### src/rtl/event_code_pkg.sv
// Shared widths and reset constants for the event code FIFO slice.
// Latency and backpressure: not applicable, because this file holds constants only.
// Used by the arbiter and the FIFO top.
package event_code_pkg;
  localparam int NREQ   = 8;
  localparam int CODE_W = 3;

  typedef logic [CODE_W-1:0] code_t;

  // Start the first search at line 0.
  localparam code_t LAST_GRANT_RST = 3'd7;
endpackage

### src/rtl/rr_pick8.sv
// Round-robin picker over 8 pending lines. The search starts just after last_grant.
// Latency: combinational, 0 cycles.
// Backpressure: none here; the caller gates the grant.
module rr_pick8
  import event_code_pkg::*;
(
  input  logic [NREQ-1:0] pend,
  input  code_t           last_grant,
  output logic [NREQ-1:0] gnt,
  output code_t           gnt_code,
  output logic            gnt_any
);

  code_t idx;

  always_comb begin
    gnt_any  = 1'b0;
    gnt_code = '0;
    idx      = '0;
    // Offsets run 1..NREQ, so last_grant itself is the final candidate.
    for (int i = 1; i <= NREQ; i++) begin
      idx = last_grant + CODE_W'(i);
      if (!gnt_any && pend[idx]) begin
        gnt_any  = 1'b1;
        gnt_code = idx;
      end
    end
    gnt = gnt_any ? (NREQ'(1) << gnt_code) : '0;
  end

endmodule

### src/rtl/event_code_fifo.sv
// Captures event lines into a pending mask and queues them, in round-robin order, as 3-bit codes.
// Latency: req -> pend after 1 edge -> out_valid after 2 edges when the FIFO is empty.
// Backpressure: a full FIFO stalls grants on registered count only; pending lines wait and are never dropped.
module event_code_fifo
  import event_code_pkg::*;
#(
  parameter int DEPTH = 4
) (
  input  logic                     clk,
  input  logic                     rst_n,
  input  logic [NREQ-1:0]          req,
  output logic [NREQ-1:0]          pend,
  output logic [CODE_W-1:0]        out_code,
  output logic                     out_valid,
  input  logic                     out_ready,
  output logic [$clog2(DEPTH):0]   count,
  output logic                     merged,
  input  logic                     clr_merged
);

  localparam int PW = $clog2(DEPTH);
  localparam int CW = PW + 1;

  code_t           mem [DEPTH];
  logic [PW-1:0]   wr_ptr;
  logic [PW-1:0]   rd_ptr;
  code_t           last_grant;

  logic [NREQ-1:0] pick_gnt;
  code_t           pick_code;
  logic            pick_any;
  logic [NREQ-1:0] gnt;
  logic            full;
  logic            push;
  logic            pop;
  logic            merge_hit;

  rr_pick8 u_pick (
    .pend       (pend),
    .last_grant (last_grant),
    .gnt        (pick_gnt),
    .gnt_code   (pick_code),
    .gnt_any    (pick_any)
  );

  // Full is judged on registered count, so a same-cycle pop never opens room for a push.
  assign full      = (count == CW'(DEPTH));
  assign push      = pick_any && !full;
  assign gnt       = push ? pick_gnt : '0;
  assign out_valid = (count != '0);
  assign pop       = out_valid && out_ready;
  assign out_code  = out_valid ? mem[rd_ptr] : '0;
  assign merge_hit = |(req & pend & ~gnt);

  always_ff @(posedge clk or negedge rst_n) begin
    if (!rst_n) begin
      pend       <= '0;
      last_grant <= LAST_GRANT_RST;
      wr_ptr     <= '0;
      rd_ptr     <= '0;
      count      <= '0;
      merged     <= 1'b0;
    end else begin
      pend   <= (pend & ~gnt) | req;
      merged <= merge_hit | (merged & ~clr_merged);
      if (push) begin
        last_grant <= pick_code;
        wr_ptr     <= wr_ptr + PW'(1);
      end
      if (pop) begin
        rd_ptr <= rd_ptr + PW'(1);
      end
      case ({push, pop})
        2'b10:   count <= count + CW'(1);
        2'b01:   count <= count - CW'(1);
        default: count <= count;
      endcase
    end
  end

  // Storage holds no reset; out_code is masked while the FIFO is empty.
  always_ff @(posedge clk) begin
    if (push) begin
      mem[wr_ptr] <= pick_code;
    end
  end

endmodule
### config.mk
export PLATFORM = sky130hd
export DESIGN_NAME = event_code_fifo
export DESIGN_NICKNAME = d
export VERILOG_FILES = /design/src/rtl/event_code_pkg.sv /design/src/rtl/rr_pick8.sv /design/src/rtl/event_code_fifo.sv
export SDC_FILE = /design/constraint.sdc
export NUM_CORES = 1
export LEC_CHECK = 0
export ABC_AREA = 1
export CORE_MARGIN = 2
export CORE_UTILIZATION = 32
export CTS_CLUSTER_SIZE = 24
export DETAILED_ROUTE_END_ITERATION = 6
export GPL_TIMING_DRIVEN = 0
export SLEW_MARGIN = 20
export SYNTH_ARGS = -nofsm -noshare
export SYNTH_HDL_FRONTEND = slang
export SYNTH_SLANG_ARGS = --single-unit
### constraint.sdc
create_clock -name clk -period 2.95 [get_ports clk]
set_input_delay 0.4425 -clock clk [delete_from_list [all_inputs] [get_ports clk]]
set_output_delay 0.4425 -clock clk [all_outputs]
set_load 0.01 [all_outputs]
======== Yosys cells after proc, flatten, opt, wreduce, memory -nomap -nowiden ========
Memories as Yosys holds them, arrays and structs flattened.
Index checks and enable logic that the tools add are counted.
operators by class
  add/subtract/negate cells ............... 11
  magnitude comparators ................... 8
  equality and inequality tests ........... 3
  shift-type cells ........................ 1
  mux-type cells .......................... 38
  bitwise operators ....................... 8
  reductions and logical operators ........ 20
operator list
  cell                 count
  $lt 3x4->1 const B   8
  $mux 3               9
  $and 8x8->8          3
  $bmux 1 s3           8
  $mux 1               18
  $mux 8               2
  $add 3x3->3 const B  4
  $logic_and 1x1->1    9
  $logic_not 1->1      8
  $not 8->8            1
  $or 8x8->8           1
  $reduce_or 8->1      1
  $shl 1x3->8 const A  1
  $add 3x1->3 const B  2
  $add 3x2->3 const B  2
  $pmux 3 s2           1
  $add 2x1->2 const B  2
  $eq 3x3->1 const B   1
  $reduce_bool 3->1    1
  $sub 3x1->3 const B  1
  $eq 2x1->1 const B   1
  $eq 2x2->1 const B   1
  $reduce_bool 2->1    1
  $and 1x1->1          1
  2 further kinds      2
word-level totals
  bits in registers ....................... 19
  memory bits (writable) .................. 12
  input bits .............................. 12
  output and inout bits ................... 16
  logic and storage cells ................. 96
  memories kept ........................... 1
memory list
  name  words  bits a word  rd ports  clocked after Yosys merged registers in  wr ports  line                   RTL
  mem   4      3            1         0                                        1         event_code_fifo.sv:24  code_t mem [DEPTH];

======== Logic depth before layout (Yosys ltp) ========
  word-level depth ........................ 32
  depth in mapped cells ................... 23
  mapped depth without buffers ............ 21

======== Modules after synthesis ========
A second synthesis with hierarchy kept.
second synthesis, totals
  cell total of the unflattened synthesis .. 328
  area total of the unflattened synthesis .. 2,372.3 µm²
by module, submodules not included
  module           instances  cells each  area each (µm²)  seq. area each (µm²)
  event_code_fifo  1          149         1,478.9          839.6
  rr_pick8         1          179         893.4            0.0

======== Least setup slack after synthesis ========
No wires, ideal clock.
  path kind ............................... register to register
  start point ............................. reg last_grant[1]
  end point ............................... reg count[2]
  arrival ................................. 3.083 ns
  data required time ...................... 2.824 ns
  path slack .............................. -0.259 ns
  stages on the path, launching flop included .. 20
  path through ............................ dfstp_2 -> buf_6 -> inv_2 -> ha_1 -> buf_4 -> inv_1 -> nand3_1 -> nand3_2 -> nand2_4 -> nor2_4 -> nand4_2 -> nor2_2 -> nand3b_1 -> nand2_4 -> ha_1 -> inv_1 -> fa_1 -> a21oi_1 -> o21ai_0 -> xnor2_1
between the ends
  cells in the longest elaborated chain, start to end .. 28
  elaborated cells on any way between the ends .. 50
  those cells by class .................... add/sub: 7; eq/ne: 2; mux: 25; reduce/logical: 16
RTL lines
  element                                                 line                   RTL
  from (decl)                                             event_code_fifo.sv:27  code_t last_grant;
  from (signal assigned)                                  event_code_fifo.sv:67  last_grant <= pick_code;
  $add 3x1->3                                             rr_pick8.sv:22         idx = last_grant + CODE_W'(i);
  $bmux 1 s3                                              rr_pick8.sv:23         if (!gnt_any && pend[idx]) begin
  $mux 1 (not written as such)                            rr_pick8.sv:23
  $mux 1                                                  rr_pick8.sv:23
  $logic_not 1->1                                         rr_pick8.sv:23
  $logic_and 1x1->1                                       rr_pick8.sv:23
  $mux 1                                                  rr_pick8.sv:23
  $logic_not 1->1                                         rr_pick8.sv:23
  [12 not listed]                                         n/a
  $logic_and 1x1->1                                       rr_pick8.sv:23
  $mux 1                                                  rr_pick8.sv:23
  $logic_not 1->1                                         rr_pick8.sv:23
  $logic_and 1x1->1                                       rr_pick8.sv:23
  $mux 1 (*)                                              rr_pick8.sv:23
  $logic_and 1x1->1 (*)                                   event_code_fifo.sv:48  assign push = pick_any && !full;
  $eq 2x1->1 / $eq 2x2->1 (equally long branches)         event_code_fifo.sv:73  case ({push, pop})
  $pmux 3 s2 / $reduce_bool 2->1 (equally long branches)  n/a
  to (signal assigned)                                    event_code_fifo.sv:74  2'b10: count <= count + CW'(1);
  to (signal assigned)                                    event_code_fifo.sv:75  2'b01: count <= count - CW'(1);
  to (signal assigned)                                    event_code_fifo.sv:76  default: count <= count;
  to (decl)                                               event_code_fifo.sv:16  output logic [$clog2(DEPTH):0] count,
Every way passes the cells marked *; elsewhere a longest branch is shown, timed or not. The select of a mux whose other input is x is not followed.
A chain may end at the register's enable or synchronous reset.

======== Worst setup path after layout ========
Same ends and word-level chain as after synthesis.

==> summary.txt <==
Yosys
  – Sequential share of the synthesized area: a little under two fifths
  – Share of the synthesized area in the top cell type: approximately 18%
  – Synth top cells by count: nand2_1 (74), nor2_1 (33), nand3_1 (30)
  – Synth area leader: dfrtp_1
  – Flops & latches, synth: 31
  – Ys Warns: 0
  – Most common cell in the netlist: nand2_1
  – FFs w/ async S/R, synth: about three fifths
  – Synth unique cells: 34
  – Synthesized Nets: around 320
  – Netlist area before placement: between 0.002 and 0.0025 mm²
  – Top post-synthesis cells by area: dfrtp_1 (18%), edfxtp_1 (16%), nand2_1 (12%), nand3_1 (6.6%), nor2_1 (5.5%)
  – Syn Area/Cell: approximately 7.7 µm²
  – Gate count of the mapped netlist: roughly 300
  – Main synth FF type: dfrtp_1
  – EDFF count, synth: 12

Detailed routing
  – Via count: 2002
  – Vias/cell: between 4 and 5
  – Total Wirelength: 5.20 mm
  – Routed Antenna Nets: 0
  – Drc violations: 0
  – Initial DRC Count: 67
  – Wire per inst: around 12 µm
  – DRT Pass-1 Iters: 4

CTS
  – Reg clk slew, reported paths: 0.07 ns
  – Clock Root Buffer: clkbuf_8
  – Clock sinks: 31
  – CTS tree: built
  – TritonCTS Buffers: 5
  – Clock latency on the worst-skew pair: 0.28 ns
  – Hold buffers post-CTS: 0
  – CTS H-tree lvls: 2
  – Clk buf depth: 2

Placement
  – DP HPWL: 3.87 mm
  – IO Port Bufs: 27
  – Dpl cell area: about 0.0027 mm²
  – Routability cong.: 0.774

STA
  – Hold Vio Cnt, Final: 0
  – Hold slack: between 0.5 and 0.6 ns
  – Final setup fails: 0
  – Worst-Margin Slew: around 0.94 ns
  – Slew Limit Fails: 0
  – Setup tns final: 0 ns
  – Final Critical Period: approximately 2.9 ns
  – Fin crit share: between 90% and 100%
  – Relative slew margins: a little under two fifths
  – RSZ-0062 raised after global routing: yes
  – Fmax: 345 MHz
  – Clock skew: approximately 0.0083 ns

Global route
  – Global-route wire length before repair: around 8.8 mm
  – Number of global-route vias before repair: slightly below 2000
  – Largest net degree at the start of global routing: 20
  – GRT Util Overall: 14.5%
  – Total grt overflow: 0
  – Initial antenna violation count: 0

Floorplanning
  – Top Ports: 28
  – # rows: 30
  – Die W: 88.2 µm
  – Initial core utilization: 33.2%
  – DIE HEIGHT: roughly 88 µm
  – Total core area: 0.00683 mm²
  – Total Die Area: 0.00777 mm²

Finish
  – Antenna Cells: 0
  – Share of layout cells above drive strength 1: approximately a quarter
  – # fillers: ~690
  – Area Overhead vs Synth: 36.3%
  – Nets: around 360
  – Fin util: ~45%
  – Final Cell Area: roughly 0.0031 mm²

Worst setup path
  – Worst-path maximum fanout: 7
  – CP Data Required Time: 3.12 ns
  – Setup crit start kind: flop
  – Critical path's top delay family: simple AND/OR/NAND/NOR gates
  – CP arrival: 3.07 ns
  – Worst path depth: 17
  – Critical Path Max Stage Delay: between 0.5 and 0.6 ns
  – Crit Path Category: flop to flop
  – Reg2reg path depth: 17
  – Worst path bufs/invs: 3
  – Crit. End Element: flop
  – CP max-delay cell: dfstp_2
  – CP cell instances: buf_12, inv_8, ha_4, nand3_4, nand3_4, nand2_4, nor2_4, nand4_4, nor2_4, nand3b_1, nand2_4, ha_4, inv_4, fa_2, a21oi_2, o21ai_1, xnor2_1

Job
  – Max_cap viols: 0

Status
  – Status: finished clean

Hold path
  – HP Class: flop to flop
  – Hold Path Depth: 1
## worst reg2reg max path, stage by stage, from the launching register on
cell and delay [ns]:
dfstp_2 0.56, buf_12 0.12, inv_8 0.04, ha_4 0.37, nand3_4 0.12, nand3_4 0.11
nand2_4 0.07, nor2_4 0.13, nand4_4 0.11, nor2_4 0.10, nand3b_1 0.13, nand2_4 0.11
ha_4 0.13, inv_4 0.04, fa_2 0.34, a21oi_2 0.11, o21ai_1 0.08, xnor2_1 0.12
## repair_timing
item	4_1_cts	5_1_grt
buffers inserted	5	6
pin swaps	3	21
gates resized for setup	6	32
setup endpoints to repair	3	14
## flip-flops by register name, summed over array words and instances, names as in the netlist
name	count
rd_ptr	2
count	3
merged	1
wr_ptr	2
pend	8
last_grant	3
mem	12
## metal layers
layer | routed length, µm | track usage [%]
met2 | 2530 | 24.8
met1 | 2460 | 18.1
met5 | 0 | 0
met3 | 185 | 2.92
met4 | 34 | 5.10
## cells in the final DEF (no fill, tap or decap), drive strengths merged
cell type,count
a21boi,1
a21o,4
a21oi,6
a31oi,1
buf,14
bufinv,1
clkbuf,7
clkdlybuf4s50,27
clkinv,1
dfrtp,16
dfstp,3
edfxtp,12
fa,1
ha,7
inv,38
nand2,83
nand3,39
nand3b,1
nand4,6
nor2,40
nor3,2
o21ai,18
o21bai,5
xnor2,4
xor2,3
## kinds of logic (layout without fill, tap and decap cells)
logic type / after synthesis / in the layout / share of synthesized area, %
AO/OA/AOI/OAI: 35 / 35 / 9.16
XOR/XNOR: 7 / 7 / 3.86
adder cells (fa/ha/maj): 8 / 8 / 4.75
buffers and inverters: 43 / 88 / 8.11
flip-flops: 31 / 31 / 37.0
AND/OR/NAND/NOR: 171 / 171 / 37.1
## stage by stage
step,instances,setup slack (ns)
final,436,0.0549
after global routing,436,-0.0905
after global placement,418,-0.231
after CTS,431,-0.0190
after detailed placement,418,-0.264
after floorplan,295,0.0182
## final cells by class
| cell class | count | area [µm²] | share of cell area, % |
|---|---|---|---|
| clock inverter | 2 | 35.0 | 1.13 |
| tap | 96 | 120 | 3.89 |
| sequential | 31 | 840 | 27.2 |
| timing repair buffer | 38 | 357 | 11.5 |
| multi-input combinational | 221 | 1450 | 46.9 |
| clock buffer | 6 | 82.6 | 2.67 |
| buffer | 4 | 42.5 | 1.38 |
| inverter | 38 | 163 | 5.27 |
## path summary, 6_finish.rpt
kind	to	from	slack, ns
min	count[0]	count[0]	0.53
max reg2reg	count[2]	last_grant[1]	0.05
min in group asynchronous	rd_ptr[1]	rst_n	0.68
max	count[2]	last_grant[1]	0.05
min reg2reg	count[0]	count[0]	0.53
max in group asynchronous	pend[4]	rst_n	1.70
Power is not shown: default switching activity piles up to over one toggle a cycle in this logic, so the estimate is an artifact.
